--- src/rtl/traffic_pkg.sv ---
// Shared definitions for the traffic-light blocks: controller state encodings,
// phase indices, lamp bit positions and the round-robin phase selector.
package traffic_pkg;

   localparam logic [2:0] ST_IDLE   = 3'd0;
   localparam logic [2:0] ST_GREEN  = 3'd1;
   localparam logic [2:0] ST_YELLOW = 3'd2;
   localparam logic [2:0] ST_ALLRED = 3'd3;

   localparam logic [1:0] PH_WN_ES = 2'd0;
   localparam logic [1:0] PH_NE_SW = 2'd1;
   localparam logic [1:0] PH_EW    = 2'd2;
   localparam logic [1:0] PH_NS    = 2'd3;

   localparam int LAMP_WN_ES = 0;
   localparam int LAMP_NE_SW = 1;
   localparam int LAMP_EW    = 2;
   localparam int LAMP_NS    = 3;

   typedef struct packed {
      logic       found;
      logic [1:0] idx;
   } rr_sel_t;

   function automatic logic [3:0] phase_onehot(input logic [1:0] ph);
      return 4'b0001 << ph;
   endfunction

   // Descending scan so the smallest offset from last+1 wins; offset 4 is last itself.
   function automatic rr_sel_t rr_select(input logic [3:0] req, input logic [1:0] last);
      rr_sel_t    sel;
      logic [1:0] cand;
      sel.found = 1'b0;
      sel.idx   = last;
      for (int i = 4; i >= 1; i--) begin
         cand = last + 2'(i);
         if (req[cand]) begin
            sel.found = 1'b1;
            sel.idx   = cand;
         end else begin
            sel = sel;
         end
      end
      return sel;
   endfunction

endpackage

--- src/rtl/traffic_phase_scheduler_timer.sv ---
// Interval down counter: loads value-1 on entry, counts to zero and holds;
// done is high while the count reads zero.
module phase_timer #(
   parameter int WL = 8
) (
   input  logic          CLK,
   input  logic          RST_N,
   input  logic          load,
   input  logic [WL-1:0] load_val,
   output logic          done
);

   localparam logic [WL-1:0] ZERO_W = {WL{1'b0}};
   localparam logic [WL-1:0] ONE_W  = {{(WL-1){1'b0}}, 1'b1};

   logic [WL-1:0] count_r;

   // Load has priority over the decrement so an interval can restart at zero.
   always_ff @(posedge CLK) begin
      if (!RST_N) begin
         count_r <= ZERO_W;
      end else if (load) begin
         count_r <= load_val;
      end else if (count_r != ZERO_W) begin
         count_r <= count_r - ONE_W;
      end else begin
         count_r <= count_r;
      end
   end

   assign done = (count_r == ZERO_W);

endmodule

--- src/rtl/traffic_phase_scheduler.sv ---
// Four-phase round-robin signal controller with green extension on lone demand
// and an all-red clearance interval between every change of right-of-way.
module traffic_phase_scheduler
   import traffic_pkg::*;
#(
   parameter int WL         = 8,
   parameter int GREEN_CYC  = 20,
   parameter int YELLOW_CYC = 4,
   parameter int ALLRED_CYC = 2,
   parameter int MAX_EXT    = 2
) (
   input  logic       CLK,
   input  logic       RST_N,
   input  logic [3:0] Car,
   output logic [3:0] Green,
   output logic [3:0] Yellow,
   output logic [3:0] Red,
   output logic [1:0] Phase,
   output logic       Busy
);

   localparam logic [WL-1:0] GREEN_LD  = WL'(GREEN_CYC - 1);
   localparam logic [WL-1:0] YELLOW_LD = WL'(YELLOW_CYC - 1);
   localparam logic [WL-1:0] ALLRED_LD = WL'(ALLRED_CYC - 1);
   localparam logic [WL-1:0] MAX_EXT_W = WL'(MAX_EXT);
   localparam logic [WL-1:0] ZERO_W    = {WL{1'b0}};
   localparam logic [WL-1:0] ONE_W     = {{(WL-1){1'b0}}, 1'b1};

   logic [2:0]    state_r, state_nxt_s;
   logic [1:0]    phase_r, phase_nxt_s;
   logic [3:0]    pending_r, pending_nxt_s;
   logic [WL-1:0] ext_r, ext_nxt_s;
   logic [3:0]    green_r, yellow_r, red_r;
   logic          busy_r;

   logic [3:0]    demand_s, set_mask_s, others_s;
   rr_sel_t       sel_s;
   logic          ext_ok_s, enter_green_s, timer_done_s, load_s;
   logic [WL-1:0] load_val_s;

   assign demand_s   = pending_r | Car;
   assign sel_s      = rr_select(demand_s, phase_r);
   assign others_s   = demand_s & ~phase_onehot(phase_r);
   assign ext_ok_s   = Car[phase_r] && (others_s == 4'b0000) && (ext_r < MAX_EXT_W);
   // The served phase's own sensor does not latch while it is green.
   assign set_mask_s = (state_r == ST_GREEN) ? ~phase_onehot(phase_r) : 4'b1111;

   // Next-state, interval timer control and extension bookkeeping.
   always_comb begin
      state_nxt_s   = state_r;
      ext_nxt_s     = ext_r;
      enter_green_s = 1'b0;
      load_s        = 1'b0;
      load_val_s    = GREEN_LD;
      case (state_r)
         ST_IDLE: begin
            enter_green_s = sel_s.found;
         end
         ST_GREEN: begin
            if (timer_done_s && ext_ok_s) begin
               load_s    = 1'b1;
               ext_nxt_s = ext_r + ONE_W;
            end else if (timer_done_s) begin
               state_nxt_s = ST_YELLOW;
               load_s      = 1'b1;
               load_val_s  = YELLOW_LD;
            end else begin
               state_nxt_s = ST_GREEN;
            end
         end
         ST_YELLOW: begin
            if (timer_done_s) begin
               state_nxt_s = ST_ALLRED;
               load_s      = 1'b1;
               load_val_s  = ALLRED_LD;
            end else begin
               state_nxt_s = ST_YELLOW;
            end
         end
         ST_ALLRED: begin
            if (timer_done_s) begin
               enter_green_s = sel_s.found;
               state_nxt_s   = ST_IDLE;
            end else begin
               state_nxt_s = ST_ALLRED;
            end
         end
         default: begin
            state_nxt_s = ST_IDLE;
            ext_nxt_s   = ZERO_W;
         end
      endcase
      state_nxt_s   = enter_green_s ? ST_GREEN : state_nxt_s;
      ext_nxt_s     = enter_green_s ? ZERO_W : ext_nxt_s;
      load_s        = enter_green_s | load_s;
      load_val_s    = enter_green_s ? GREEN_LD : load_val_s;
      phase_nxt_s   = enter_green_s ? sel_s.idx : phase_r;
      pending_nxt_s = (pending_r | (Car & set_mask_s))
                    & ~(enter_green_s ? phase_onehot(sel_s.idx) : 4'b0000);
   end

   phase_timer #(.WL(WL)) u_timer (
      .CLK      (CLK),
      .RST_N    (RST_N),
      .load     (load_s),
      .load_val (load_val_s),
      .done     (timer_done_s)
   );

   // State registers; lamps are registered from the next state so they track state_r exactly.
   always_ff @(posedge CLK) begin
      if (!RST_N) begin
         state_r   <= ST_IDLE;
         phase_r   <= PH_NS;
         pending_r <= 4'b0000;
         ext_r     <= ZERO_W;
         green_r   <= 4'b0000;
         yellow_r  <= 4'b0000;
         red_r     <= 4'b1111;
         busy_r    <= 1'b0;
      end else begin
         state_r   <= state_nxt_s;
         phase_r   <= phase_nxt_s;
         pending_r <= pending_nxt_s;
         ext_r     <= ext_nxt_s;
         green_r   <= (state_nxt_s == ST_GREEN)  ? phase_onehot(phase_nxt_s) : 4'b0000;
         yellow_r  <= (state_nxt_s == ST_YELLOW) ? phase_onehot(phase_nxt_s) : 4'b0000;
         red_r     <= ((state_nxt_s == ST_GREEN) || (state_nxt_s == ST_YELLOW))
                      ? ~phase_onehot(phase_nxt_s) : 4'b1111;
         busy_r    <= (state_nxt_s != ST_IDLE);
      end
   end

   assign Green  = green_r;
   assign Yellow = yellow_r;
   assign Red    = red_r;
   assign Phase  = phase_r;
   assign Busy   = busy_r;

endmodule
--- config.mk ---
export PLATFORM = sky130hd
export DESIGN_NAME = traffic_phase_scheduler
export DESIGN_NICKNAME = d
export VERILOG_FILES = /design/src/rtl/traffic_pkg.sv /design/src/rtl/traffic_phase_scheduler_timer.sv /design/src/rtl/traffic_phase_scheduler.sv
export SDC_FILE = /design/constraint.sdc
export NUM_CORES = 1
export LEC_CHECK = 0
export BUFFER_PORTS_ARGS = -buffer_cell sky130_fd_sc_hd__buf_4
export CAP_MARGIN = 20
export CORE_ASPECT_RATIO = 2
export CORE_MARGIN = 2
export CORE_UTILIZATION = 45
export CTS_CLUSTER_DIAMETER = 50
export DETAILED_ROUTE_END_ITERATION = 10
export GPL_ROUTABILITY_DRIVEN = 0
export GPL_TIMING_DRIVEN = 0
export SYNTH_ARGS = -nofsm -noshare
export SYNTH_HDL_FRONTEND = slang
export SYNTH_SLANG_ARGS = --single-unit
--- constraint.sdc ---
create_clock -name CLK -period 5.7 [get_ports CLK]
set_input_delay 0.57 -clock CLK [delete_from_list [all_inputs] [get_ports CLK]]
set_output_delay 0.57 -clock CLK [all_outputs]
set_load 0.1 [all_outputs]
; After elaboration in Yosys (flattened, before gate mapping)
; Index checks and enable logic that the tools add are counted.
; W data, S select, Z words.
[totals]
reg_bits = 38
wordCells = 92
[op_classes]
add_sub_neg = 5
magnitude_cmp = 5
n_eq_ne = 6
n_shift = 3
n_mux = 37
n_bitwise = 11
reduce_logical = 16
[ops]
columns = operator, count
row1 = $mux W8, 4
row2 = $mux W3, 6
row3 = $pmux W8 S2, 1
row4 = $mux W5, 3
row5 = $and A4 B4 Y4, 3
row6 = $lt A2 B3 Y1 const B, 4
row7 = $not A4 Y4, 3
row8 = $pmux W3 S4, 1
row9 = $shl A1 B2 Y4 const A, 3
row10 = $bmux W1 S2, 5
row11 = $pmux W5 S2, 1
row12 = $eq A3 B2 Y1 const B, 3
row13 = $mux W1, 9
row14 = $add A8 B1 Y8 const B, 1
row15 = $logic_not A8 Y1, 1
row16 = $lt A8 B2 Y1 const B, 1
row17 = $mux W4, 2
row18 = $or A4 B4 Y4, 2
row19 = $reduce_and A2 Y1, 4
row20 = $reduce_bool A8 Y1, 1
row21 = $sub A8 B1 Y8 const B, 1
row22 = $eq A3 B1 Y1 const B, 2
row23 = $mux W2, 3
row24 = $add A2 B2 Y2 const B, 2
row25 = 13 further kinds, 17

; Logic depth before layout (Yosys ltp)
; Gate-level depths: netlist of run 1.
[depth]
word_depth = 13
depth_mapped = 9
mapped_depth_nobuf = 8

; Hierarchy
; A second synthesis of run 1 with hierarchy kept.
[unflattened]
hier_cells = 240
hier_area_um2 = 2093.3
[modules_own_cells]
columns = mod, n_inst, cells_each, area_each_um2, seq_area_each_um2
row1 = traffic_phase_scheduler, 1, 189, 1635.3, 600.6
row2 = phase_timer, 1, 51, 457.9, 160.2

; Least setup slack after synthesis of run 1
; OpenSTA, ideal clock, no wires.
[synth_path]
kind = flip-flop to flip-flop
from = register phase_r[1], in the netlist Phase[1]
to = register red_r[0], in the netlist Red[0]
t_arrival_ns = 2.765
t_required_ns = 5.635
setup_slack_ns = 2.870
stages_incl_launch_ff = 9
path_buffers = 0
path_cell_list = dfxtp_1 > inv_1 > ha_1 > o21bai_1 > nand4_1 > nor4b_1 > a221oi_1 > o21ai_1 > nand3_1
[synth_between]
elab_chain_cells = 13
[synth_rtl]
columns = item, line
row1 = from (decl), traffic_phase_scheduler.sv:30  ; logic [1:0] phase_r, phase_nxt_s;
row2 = from (signal assigned), traffic_phase_scheduler.sv:123  ; phase_r <= phase_nxt_s;
row3 = "parallel branches: the longest is 13 deep, another holds $add A2 B2 Y2", n/a
row4 = to (signal assigned), traffic_phase_scheduler.sv:128  ; red_r <= ((state_nxt_s == ST_GREEN) || (state_nxt_s == ST_YELLOW))
row5 = to (decl), traffic_phase_scheduler.sv:33  ; logic [3:0] green_r, yellow_r, red_r;
; Several ways; the timed one is not identified. The select of a mux whose other input is x is not followed.
; A chain may end at the register's enable or synchronous reset.

; Worst setup path after layout of run 1
[layout_path]
from = register u_timer.count_r[1]
to = register green_r[3], in the netlist Green[3]
[layout_between]
elab_chain_cells = 7
[layout_rtl]
columns = item, line
row1 = from (decl), traffic_phase_scheduler_timer.sv:16  ; logic [WL-1:0] count_r;
row2 = from (signal assigned), traffic_phase_scheduler_timer.sv:23  ; count_r <= load_val;
row3 = from (signal assigned), traffic_phase_scheduler_timer.sv:25  ; count_r <= count_r - ONE_W;
row4 = from (signal assigned), traffic_phase_scheduler_timer.sv:27  ; count_r <= count_r;
row5 = $logic_not A8 Y1 *, traffic_phase_scheduler_timer.sv:31  ; assign done = (count_r == ZERO_W);
row6 = $mux W2 or $logic_and A1 B1 Y1 (tied branches), "traffic_phase_scheduler.sv:63, traffic_phase_scheduler.sv:60"
row7 = $mux W3, traffic_phase_scheduler.sv:60  ; if (timer_done_s && ext_ok_s) begin
row8 = $pmux W3 S4, traffic_phase_scheduler.sv:55  ; case (state_r)
row9 = $mux W3, traffic_phase_scheduler.sv:93  ; state_nxt_s = enter_green_s ? ST_GREEN : state_nxt_s;
row10 = $eq A3 B1 Y1, traffic_phase_scheduler.sv:126  ; green_r <= (state_nxt_s == ST_GREEN) ? phase_onehot(phase_nxt_s) : 4'b0000;
row11 = $reduce_and A2 Y1 (no source line), n/a
row12 = to (signal assigned), traffic_phase_scheduler.sv:126
row13 = to (decl), traffic_phase_scheduler.sv:33
; Mark *: on every way between the ends. The rest lies on a longest branch, timed or not.

==> summary.md, run 1 <==
| Metric | Value |
|---|---|
| Status | `finished, final reports clean` |
| Total congestion overflow | `0` |
| Flops & latches, synth | `38` |
| Post-DP HPWL | `around 3300 um` |
| Core footprint | `0.00405 sq mm` |
| Worst Setup Path Type | `reg -> reg` |
| Actual transition at the worst max-transition pin | `between 0.8 and 0.9 ns` |
| Worst r2r dst | `Green[3]` |
| Grt met3 use | `3.29%` |
| Hold Path Origin | `RST_N` |
| RSZ-0062 raised after global routing | `no` |
| Endpoints failing setup | `0` |
| Hold EP | `Phase[1]` |
| # Post-CTS Setup Buffers | `0` |
| Initial antenna violation count | `0` |
| Setup TNS | `0 ns` |
| Yosys warns | `0` |
| Req. time, crit path | `~6 ns` |
| Routing usage on met2 | `38.2%` |
| H-tree depth | `2` |
| Initial DRC Count | `53` |
| Lkg Pwr | `roughly 0.91 nW` |
| Critical-path top delay cell | `nor4_4` |
| Final instance area | `about 0.0022 sq mm` |
| Final wirelength | `about 4200 um` |
| PD cells | `about 570 mW/mm^2` |
| Deepest clock path buffer count | `2` |
| # DRC | `0` |
| CTS tree | `built` |
| Die H | `~95 um` |
| Delay-heaviest family, CP | `simple AND/OR/NAND/NOR gates` |
| GRT Util Overall | `19.2%` |
| Hold_buf cts | `0` |
| Slew headroom | `a little over two fifths` |
| Vias post-DR | `1,565` |
| Share of cells above drive strength 1 | `~21%` |
| DR vias/cell | `5.51` |
| Max IR drop VDD | `about 250 uV` |
| Final Util | `between 50% and 60%` |
| Top Usage Layer GRT | `met2` |
| DP Area | `~0.0021 sq mm` |
| Clk sinks | `38` |
| Number of synthesized flops with an enable pin | `0` |
| DIE AREA | `between 0.004 and 0.005 sq mm` |
| Worst Hold Class | `in -> reg` |
| Clock root cell | `clkbuf_8` |
| Grt met1 use | `18.1%` |
| Largest net degree at the start of global routing | `14` |
| R2R setup slack | `around 3.0 ns` |
| CP max stage delay | `approximately 0.55 ns` |
| CP arrival | `approximately 2.9 ns` |
| Mapped cell area | `approximately 0.0019 sq mm` |
| Worst-path clk slew | `around 0.08 ns` |
| IO buf count | `20` |
| Die W | `49.5 um` |
| Post-route insts no fill | `between 200 and 300` |
| Async S/R FF share, synth | `0%` |
| Initial Util | `about 46%` |
| Area grow syn2layout | `18.9%` |
| Final worst path period share | `around 47%` |
| Post-cts resize count | `0` |
| FP Rows | `33` |
| Worst skew pair latency | `roughly 0.29 ns` |
| Antenna diodes | `0` |
| Ys flop type | `dfxtp_1` |
| Syn Area/Cell | `9.14 sq um` |
| Total CTS buffers | `5` |
| Max FO, Critical Path | `8` |
| # IOs | `21` |
| Crit-path cells | `inv_1 > ha_1 > nor3b_2 > a31oi_2 > nor4_4 > mux2_2 > or3_1 > nor2_1` |
| Drt pass-1 iters | `4` |
| Final Hold Viols | `0` |
| Worst clock skew | `~0.012 ns` |
| Antenna-violating nets left | `0` |
| CP bufs+invs | `1` |
| Post-route minimum period | `roughly 2.7 ns` |
| Max Clk Rate | `376 MHz` |
| Max cap viols | `0` |
| R2R cell count | `8` |
| RR Startpoint | `u_timer.count_r[1]` |
| # placed instances | `276` |
| Routed wire per std cell | `~15 um` |
| Worst Setup End Kind | `register` |
| Hold Path Stages | `2` |
| Seq/Total Area, Yosys | `between 40% and 50%` |
| CP Launch Type | `register` |
| Synth unique cells | `50` |
| Final nets | `about 240` |
| # fillers | `approximately 400` |
| First-pass GRT wire length | `~7000 um` |
| Mapped Cells | `204` |
| Syn nets | `between 200 and 250` |
| Max Slew Vio Count | `0` |
| Vias in the first global route | `between 1,500 and 2,000` |
## per-stage QoR
stage / hold slack (ns) / power (W) / worst slack [ns]
2_1_floorplan: 0.438 / 0.000869 / 2.87
3_3_place_gp: 0.465 / 0.000987 / 2.94
3_5_place_dp: 0.474 / 0.00100 / 2.92
4_1_cts: 0.469 / 0.00127 / 3.02
5_1_grt: 0.481 / 0.00134 / 2.82
6_report: 0.483 / 0.00127 / 3.04
## where the power goes
group	internal (W)	total (W)	switching, W
sequential	0.000313	0.000364	0.0000515
combinational	0.000205	0.000629	0.000425
clock	0.000175	0.000272	0.0000967
total	0.000693	0.00127	0.000573
## flip-flops by register name, summed over array words and instances (netlist names)
name,cells
ext_r,8
u_timer.count_r,8
Green,4
Red,4
Yellow,4
pending_r,4
state_r,3
Phase,2
Busy,1
## metal layers
layer,part of all wire (%),vias to the layer above
li1,-,780
met1,37,735
met2,57,43
met3,3.7,7
met4,2.2,0
met5,0,-
## layout make-up
type | instances | area (sq um) | area share (%)
plain buffers | 3 | 20.0 | 0.903
clock buffers | 5 | 68.8 | 3.10
clock inverters | 3 | 68.8 | 3.10
inverters | 10 | 37.5 | 1.69
multi-input cells | 153 | 1050 | 47.2
flip-flops and latches | 38 | 761 | 34.3
well taps | 52 | 65.1 | 2.93
repair buffers | 20 | 150 | 6.77
## synthesized netlist by cell type (all sizes together) (2+ instances only)
cell type	number	share of area (%)
inv	10	2.0
nor3	15	4.0
a211oi	3	1.2
xnor2	5	3.2
o21bai	4	1.6
buf	2	0.87
nor3b	4	1.9
mux2i	2	1.1
nor2b	3	1.0
mux4	2	2.4
nor2	30	6.9
nand2b	3	1.0
a311oi	2	0.94
o32ai	2	1.3
and3	7	2.3
a21oi	11	3.0
nor4	8	5.0
dfxtp	38	41
nand3	6	1.6
ha	7	4.7
nand2	14	2.8
xor2	2	0.94
o21ai	6	1.6
## placed cells by master, fill, tap and decap left out, types with 3 or more instances in the layout
| cell type | synthesis | layout |
|---|---|---|
| o21ai_1 | 3 | 3 |
| nand2_1 | 14 | 14 |
| o21bai_1 | 4 | 4 |
| inv_1 | 9 | 9 |
| nor3_1 | 15 | 15 |
| xnor2_1 | 3 | 3 |
| a211oi_1 | 3 | 3 |
| nor2b_1 | 3 | 3 |
| nand2b_1 | 3 | 3 |
| buf_4 | 0 | 20 |
| ha_1 | 7 | 7 |
| nor3b_1 | 3 | 3 |
| o21ai_0 | 3 | 3 |
| dfxtp_1 | 38 | 38 |
| nor2_1 | 29 | 29 |
| a21oi_1 | 11 | 11 |
| nor4_1 | 4 | 4 |
| clkbuf_8 | 0 | 5 |
| nand3_1 | 6 | 6 |
| and3_1 | 7 | 7 |
## kinds of logic after synthesis
| kind of cell | share of synthesized area, % |
|---|---|
| adder cells (fa/ha/maj) | 4.70 |
| XOR/XNOR | 4.09 |
| multiplexers | 4.09 |
| flip-flops | 40.8 |
| buffers and inverters | 3.09 |
| AO/OA/AOI/OAI | 14.0 |
| other | 0.201 |
| AND/OR/NAND/NOR | 29.0 |
## worst max-delay path by stage
stage                            start       end  slack, ns  depth (start not counted)
floorplan                     Phase[1]    Red[0]       2.87                          8
global placement                Car[3]    Red[3]       2.94                          7
detailed placement              Car[3]    Red[0]       2.92                          7
CTS                 u_timer.count_r[1]  Green[3]       3.02                          8
global route        u_timer.count_r[1]  Green[2]       2.82                          8
finish              u_timer.count_r[1]  Green[3]       3.04                          8
Power figures use the tool's default switching activity.
==> run 2: changes to the inputs <==
Clock period 5.7 ns to 2.7 ns, I/O delays scaled along.
==> summary.md, run 2 (synthesized netlist as in run 1, its figures left out) <==
| Metric | Value |
|---|---|
| Initial Util | `46.1% (unchanged)` |
| Max FO, Critical Path | `10 (was 8)` |
| PD cells | `1200 mW/mm^2 (was 571 mW/mm^2)` |
| Vias in the first global route | `1,600 (was 1,565)` |
| Final wirelength | `4310 um (was 4240 um)` |
| Final nets | `246 (was 244)` |
| Max IR drop VDD | `658 uV (was 250 uV)` |
| DIE AREA | `0.00470 sq mm (unchanged)` |
| Routed wire per std cell | `15.1 um (was 14.9 um)` |
| IO buf count | `20 (unchanged)` |
| Total CTS buffers | `5 (unchanged)` |
| Hold Path Stages | `2 (unchanged)` |
| Largest net degree at the start of global routing | `14 (unchanged)` |
| Worst Setup End Kind | `register (unchanged)` |
| Routed met2 length | `2550 um (was 2400 um)` |
| Slew headroom | `64.1% (was 43.4%)` |
| CP bufs+invs | `2 (was 1)` |
| Worst Setup Path Type | `reg -> reg (unchanged)` |
| Final worst path period share | `93.5% (was 46.6%)` |
| Total congestion overflow | `0 (unchanged)` |
| Drt pass-1 iters | `4 (unchanged)` |
| Critical-path top delay cell | `or4_4 (was nor4_4)` |
| Crit-path cells | `inv_1 > ha_1 > nor3b_2 > a31oi_2 > or4_4 > buf_6 > nor2_8 > xnor2_2 > nor4_2 (was inv_1 > ha_1 > nor3b_2 > a31oi_2 > nor4_4 > mux2_2 > or3_1 > nor2_1)` |
| Share of cells above drive strength 1 | `22.6% (was 20.7%)` |
| WL met3 | `137 um (was 158 um)` |
| Worst clock skew | `0.00786 ns (was 0.0116 ns)` |
| Delay-heaviest family, CP | `simple AND/OR/NAND/NOR gates (unchanged)` |
| Area grow syn2layout | `20.2% (was 18.9%)` |
| Antenna-violating nets left | `0 (unchanged)` |
| Most common cell after layout, fill and taps aside | `dfxtp_1 (unchanged)` |
| Hold Path Origin | `RST_N (unchanged)` |
| Status | `finished, final reports clean (unchanged)` |
| Lkg Pwr | `0.918 nW (was 0.908 nW)` |
| DR vias/cell | `5.53 (was 5.51)` |
| Initial antenna violation count | `0 (unchanged)` |
| GRT Util Overall | `20.0% (was 19.2%)` |
| Clock root cell | `clkbuf_8 (unchanged)` |
| Commonest cells after routing, fill and taps aside | `dfxtp_1 (36), nor2_1 (29), buf_4 (22), nor3_1 (15), nand2_1 (14) (was dfxtp_1 (38), nor2_1 (29), buf_4 (20), nor3_1 (15), nand2_1 (14))` |
| Max Clk Rate | `396 MHz (was 376 MHz)` |
| Core footprint | `0.00405 sq mm (unchanged)` |
| Worst r2r dst | `Green[0] (was Green[3])` |
| Post-DP HPWL | `3310 um (was 3300 um)` |
| Post-route minimum period | `2.52 ns (was 2.66 ns)` |
| CP max stage delay | `0.55 ns (about the same)` |
| # DRC | `0 (unchanged)` |
| Worst skew pair latency | `0.29 ns (about the same)` |
| H-tree depth | `2 (unchanged)` |
| R2R cell count | `9 (was 8)` |
| Fin Hold WS | `0.174 ns (was 0.483 ns)` |
| WL met1 | `1510 um (was 1580 um)` |
| Max Slew Vio Count | `0 (unchanged)` |
| Endpoints failing setup | `0 (unchanged)` |
| Die W | `49.5 um (unchanged)` |
| CTS tree | `built (unchanged)` |
| CP Launch Type | `register (unchanged)` |
| # IOs | `21 (unchanged)` |
| FP Rows | `33 (unchanged)` |
| Antenna diodes | `0 (unchanged)` |
| Worst-path clk slew | `0.08 ns (about the same)` |
| Levels on crit path | `9 (was 8)` |
| Max cap viols | `0 (unchanged)` |
| Final Hold Viols | `0 (unchanged)` |
| Vias post-DR | `1,583 (was 1,565)` |
| Hold EP | `Phase[0] (was Phase[1])` |
| Initial DRC Count | `30 (was 53)` |
| First-pass GRT wire length | `7160 um (was 6960 um)` |
| Largest registers | `ext_r (8), u_timer.count_r (8) (unchanged)` |
| Actual transition at the worst max-transition pin | `0.539 ns (was 0.850 ns)` |
| Req. time, crit path | `2.90 ns (was 5.93 ns)` |
| RR Startpoint | `u_timer.count_r[0] (was u_timer.count_r[1])` |
| Clk sinks | `38 (unchanged)` |
| Deepest clock path buffer count | `2 (unchanged)` |
| CP arrival | `2.73 ns (was 2.89 ns)` |
| Uppermost layer routed | `met4 (unchanged)` |
| Worst Hold Class | `in -> reg (unchanged)` |
| Final Util | `55.4% (was 54.8%)` |
| R2R setup slack | `0.18 ns (was 3.04 ns)` |
| Die H | `95.0 um (unchanged)` |
==> run 2: cell types whose count changed in the layout (fill, tap and decap cells not counted), sizes merged <==
cell / before / now
buf: 22 / 24
==> run 2: power by group <==
group	leakage [nW]	internal [W]	switching, W
Combinational	0.540	0.000439	0.000903
Sequential	0.310	0.000663	0.000111
Clock	0.0683	0.000370	0.000205
==> run 2: routing by layer <==
layer	GRT usage, %	vias up
met4	10.4	0
met2	39.5	34
met5	0	-
met1	18.9	751
li1	-	787
met3	3.61	11
==> run 2: worst register-to-register path, stage by stage, from the launching register on <==
cell and delay, ns:
dfxtp_1 0.35, inv_1 0.09, ha_1 0.14, nor3b_2 0.39, a31oi_2 0.22, or4_4 0.55, buf_6 0.16, nor2_8 0.13
xnor2_2 0.12, nor4_2 0.28
==> run 2: area by class of cell <==
cell class	count	area [sq um]
clock buffers	5	68.8
multi-input cells	153	1050
well taps	52	65.1
inverters	10	37.5
flip-flops and latches	38	763
repair buffers	22	165
plain buffers	3	20.0
fillers	410	1810
clock inverters	3	68.8
==> run 2: worst max path at each step <==
| stage | start | endpoint |
|---|---|---|
| 6_report | u_timer.count_r[0] | Green[0] |
| 5_1_grt | u_timer.count_r[1] | Green[3] |
| 4_1_cts | u_timer.count_r[0] | Green[3] |
| 3_5_place_dp | u_timer.count_r[0] | Green[3] |
| 3_3_place_gp | u_timer.count_r[0] | Green[3] |
| 2_1_floorplan | Phase[1] | Red[0] |
==> run 2: per-stage QoR <==
stage                     cell area (sq um)  total power, W  instances  setup WS (ns)   TNS, ns
after CTS                              2220         0.00270        284        0.00327         0
after floorplan                        1870         0.00184        204          0.312         0
after detailed placement               2080         0.00212        276         0.0295         0
final                                  2240         0.00269        286          0.175         0
after global routing                   2240         0.00285        286       -0.00558  -0.00558
after global placement                 2080         0.00209        276         0.0533         0
==> run 2: what timing repair did <==
action / in CTS / in global routing
setup buffers: 0 / 2
gates resized for setup: 0 / 1
setup endpoints to repair: 0 / 7
hold buffers: 0 / 0
==> run 3: changes to the inputs <==
--- a/config.mk
+++ b/config.mk
@@ -7,2 +7,3 @@
 export LEC_CHECK = 0
+export ABC_AREA = 1
 export BUFFER_PORTS_ARGS = -buffer_cell sky130_fd_sc_hd__buf_4
==> constraint.sdc (replaced) <==
create_clock -name CLK -period 2.7 [get_ports CLK]
set_input_delay 0.675 -clock CLK [delete_from_list [all_inputs] [get_ports CLK]]
set_output_delay 0.675 -clock CLK [all_outputs]
set_load 0.1 [all_outputs]
==> summary.md, run 3 <==
| Metric | Value |
|---|---|
| Max Slew Vio Count | `0 (unchanged)` |
| Most common cell after layout, fill and taps aside | `nand2_1 (was dfxtp_1)` |
| Final wirelength | `4460 um (was 4310 um)` |
| Area grow syn2layout | `17.8% (was 20.2%)` |
| FP Rows | `34 (was 33)` |
| Multi-input logic area | `0.00107 sq mm (was 0.00105 sq mm)` |
| Final Hold Viols | `0 (unchanged)` |
| Status | `finished, final reports clean (unchanged)` |
| Mapped Cells | `293 (was 204)` |
| Final Util | `54.8% (was 55.4%)` |
| Fin Hold WS | `0.442 ns (was 0.174 ns)` |
| Hold_buf cts | `0 (unchanged)` |
| Slew headroom | `64.2% (was 64.1%)` |
| Initial antenna violation count | `0 (unchanged)` |
| Max cap viols | `0 (unchanged)` |
| Final nets | `333 (was 246)` |
| Final worst path period share | `83.7% (was 93.5%)` |
| Drt pass-1 iters | `4 (unchanged)` |
| Flops & latches, synth | `38 (unchanged)` |
| Initial Util | `46.5% (was 46.1%)` |
| First-pass GRT wire length | `7850 um (was 7160 um)` |
| Post-synth top cells | `nand2_1 (84), nor2_1 (44), dfxtp_1 (38) (was dfxtp_1 (38), nor2_1 (29), nor3_1 (15))` |
| Post-cts resize count | `0 (unchanged)` |
| Ys flop type | `dfxtp_1 (unchanged)` |
| Die W | `51.1 um (was 49.5 um)` |
| Worst Setup End Kind | `register (unchanged)` |
| Worst-path clk slew | `0.08 ns (about the same)` |
| Worst clock skew | `0.00417 ns (was 0.00786 ns)` |
| Post-DP HPWL | `3540 um (was 3310 um)` |
| PD cells | `1050 mW/mm^2 (was 1200 mW/mm^2)` |
| Sequential Area | `761 sq um (was 763 sq um)` |
| # DRC | `0 (unchanged)` |
| Total design power | `0.00247 W (was 0.00269 W)` |
| # fillers | `439 (was 410)` |
| H-tree depth | `2 (unchanged)` |
| Routed wire per std cell | `11.9 um (was 15.1 um)` |
| Share of cells above drive strength 1 | `16.8% (was 22.6%)` |
| Req. time, crit path | `2.86 ns (was 2.90 ns)` |
| Lkg Pwr | `1.15 nW (was 0.918 nW)` |
| CP max stage delay | `0.55 ns (about the same)` |
| Core footprint | `0.00430 sq mm (was 0.00405 sq mm)` |
| Worst Hold Class | `reg -> reg (was in -> reg)` |
| Total congestion overflow | `0 (unchanged)` |
| # Post-CTS Setup Buffers | `0 (unchanged)` |
| Clk sinks | `38 (unchanged)` |
| Syn nets | `306 (was 217)` |
| DR vias/cell | `4.82 (was 5.53)` |
| Worst Setup Path Type | `reg -> reg (unchanged)` |
| Antenna-violating nets left | `0 (unchanged)` |
| Setup TNS | `0 ns (unchanged)` |
| Critical-path top delay cell | `dfxtp_1 (was or4_4)` |
| IO buf count | `20 (unchanged)` |
| CP Launch Type | `register (unchanged)` |
| Largest net degree at the start of global routing | `14 (unchanged)` |
| Vias in the first global route | `1,833 (was 1,600)` |
| Yosys warns | `0 (unchanged)` |
| Synth unique cells | `31 (was 50)` |
| Antenna diodes | `0 (unchanged)` |
| Count leader, synth | `nand2_1 (was dfxtp_1)` |
| GRT Util Overall | `20.7% (was 20.0%)` |
| Actual transition at the worst max-transition pin | `0.535 ns (was 0.539 ns)` |
| Max FO, Critical Path | `8 (was 10)` |
| Commonest cells after routing, fill and taps aside | `nand2_1 (84), nor2_1 (44), dfxtp_1 (38), inv_1 (33) (was dfxtp_1 (36), nor2_1 (29), buf_4 (22), nor3_1 (15), nand2_1 (14))` |
| Post-synth top area share | `38.1% (was 40.8%)` |
| Post-route minimum period | `2.26 ns (was 2.52 ns)` |
| Max Clk Rate | `442 MHz (was 396 MHz)` |
| Clock root cell | `clkbuf_8 (unchanged)` |
| Deepest clock path buffer count | `2 (unchanged)` |
| Vias post-DR | `1,808 (was 1,583)` |
| Endpoints failing setup | `0 (unchanged)` |
| Initial DRC Count | `36 (was 30)` |
| CP arrival | `2.42 ns (was 2.73 ns)` |
| Syn Area/Cell | `6.82 sq um (was 9.14 sq um)` |
| Biggest area consumer among synthesized cells | `dfxtp_1 (unchanged)` |
| Top cells by area, synth | `dfxtp_1 (38%), nand2_1 (16%), nor2_1 (8.3%), inv_1 (6.2%), nand3_1 (5.0%) (was dfxtp_1 (41%), nor2_1 (5.8%), ha_1 (4.7%), nor3_1 (4.0%), a21oi_1 (3.0%))` |
| RSZ-0062 raised after global routing | `no` |
| Hold Path Stages | `2 (unchanged)` |
| Number of synthesized flops with an enable pin | `0 (unchanged)` |
| CTS tree | `built (unchanged)` |
| Die H | `98.2 um (was 95.0 um)` |
| Worst skew pair latency | `0.29 ns (about the same)` |
| # IOs | `21 (unchanged)` |
| R2R cell count | `12 (was 9)` |
| Seq/Total Area, Yosys | `38.1% (was 40.8%)` |
| Total CTS buffers | `5 (unchanged)` |
| Max IR drop VDD | `676 uV (was 658 uV)` |
| Largest registers | `ext_r (8), u_timer.count_r (8) (unchanged)` |
| Crit-path cells | `inv_1 > ha_1 > inv_1 > nand3_2 > o21ai_0 > inv_1 > nand3_1 > nand2_1 > nand2_1 > nand2_1 > nor2_1 > nand3_1 (was inv_1 > ha_1 > nor3b_2 > a31oi_2 > or4_4 > buf_6 > nor2_8 > xnor2_2 > nor4_2)` |
| DIE AREA | `0.00502 sq mm (was 0.00470 sq mm)` |
| Async S/R FF share, synth | `0% (unchanged)` |
| Mapped cell area | `0.00200 sq mm (was 0.00186 sq mm)` |
[run 3: cell types whose count changed after synthesis, moves of 4 or more]
cell	change
and3_1	-7
nor2_2	+8
inv_1	+24
nand2_2	+5
nand3_1	+14
nor2_1	+15
o21ai_0	+4
nor3_1	-11
nand2_1	+70
[run 3: logic make-up (layout without fill, tap and decap cells)]
family / after synthesis / after routing / share of synthesized area, %
simple gates: 175 / 175 / 39.1
compound gates: 25 / 25 / 7.26
buf+inv: 41 / 69 / 8.39
fa+ha+maj: 7 / 7 / 4.38
xor+xnor: 6 / 6 / 2.63
other cells: 1 / 1 / 0.188
flops: 38 / 38 / 38.1
[run 3: routing by layer]
metal	vias up	GRT usage [%]	share of wire [%]
met1	807	20.2	38
met3	12	2.75	1.9
met5	-	0	0
li1	965	-	-
met2	24	38.8	57
met4	0	12.3	3.5
[run 3: path summary, 6_finish.rpt]
check,startpoint,end,slack (ns)
worst min-delay path,ext_r[7],ext_r[7],0.44
worst min register to register,ext_r[7],ext_r[7],0.44
worst max register to register,Phase[1],Red[1],0.44
worst max-delay path,Phase[1],Red[1],0.44
[run 3: power by group]
group          internal, W  switching (W)  total (W)
Sequential        0.000654      0.0000771   0.000731
Clock             0.000370       0.000223   0.000594
Combinational     0.000347       0.000800    0.00115
Total              0.00137        0.00110    0.00247
[run 3: metrics by stage]
step,worst slack [ns],area (sq um),std cells
6_report,0.439,2350,375
2_1_floorplan,0.0874,2000,293
3_5_place_dp,0.471,2220,367
3_3_place_gp,0.436,2220,367
5_1_grt,0.253,2350,375
4_1_cts,0.445,2350,375
[run 3: final cells by class]
class                           instances  area share [%]
Multi-Input combinational cell        214            45.5
Sequential cell                        38            32.3
Inverter                               39            6.49
Timing Repair Buffer                   20            6.38
Clock buffer                            5            2.92
Clock inverter                          3            2.92
Tap cell                               54            2.87
Buffer                                  2           0.638
[run 3: worst max-delay path, delay by kind of cell, from the launching register on]
family          cells  cell delay, ns
simple gates        7            0.74
flops               1            0.55
buf+inv             3            0.40
fa+ha+maj           1            0.33
compound gates      1            0.10
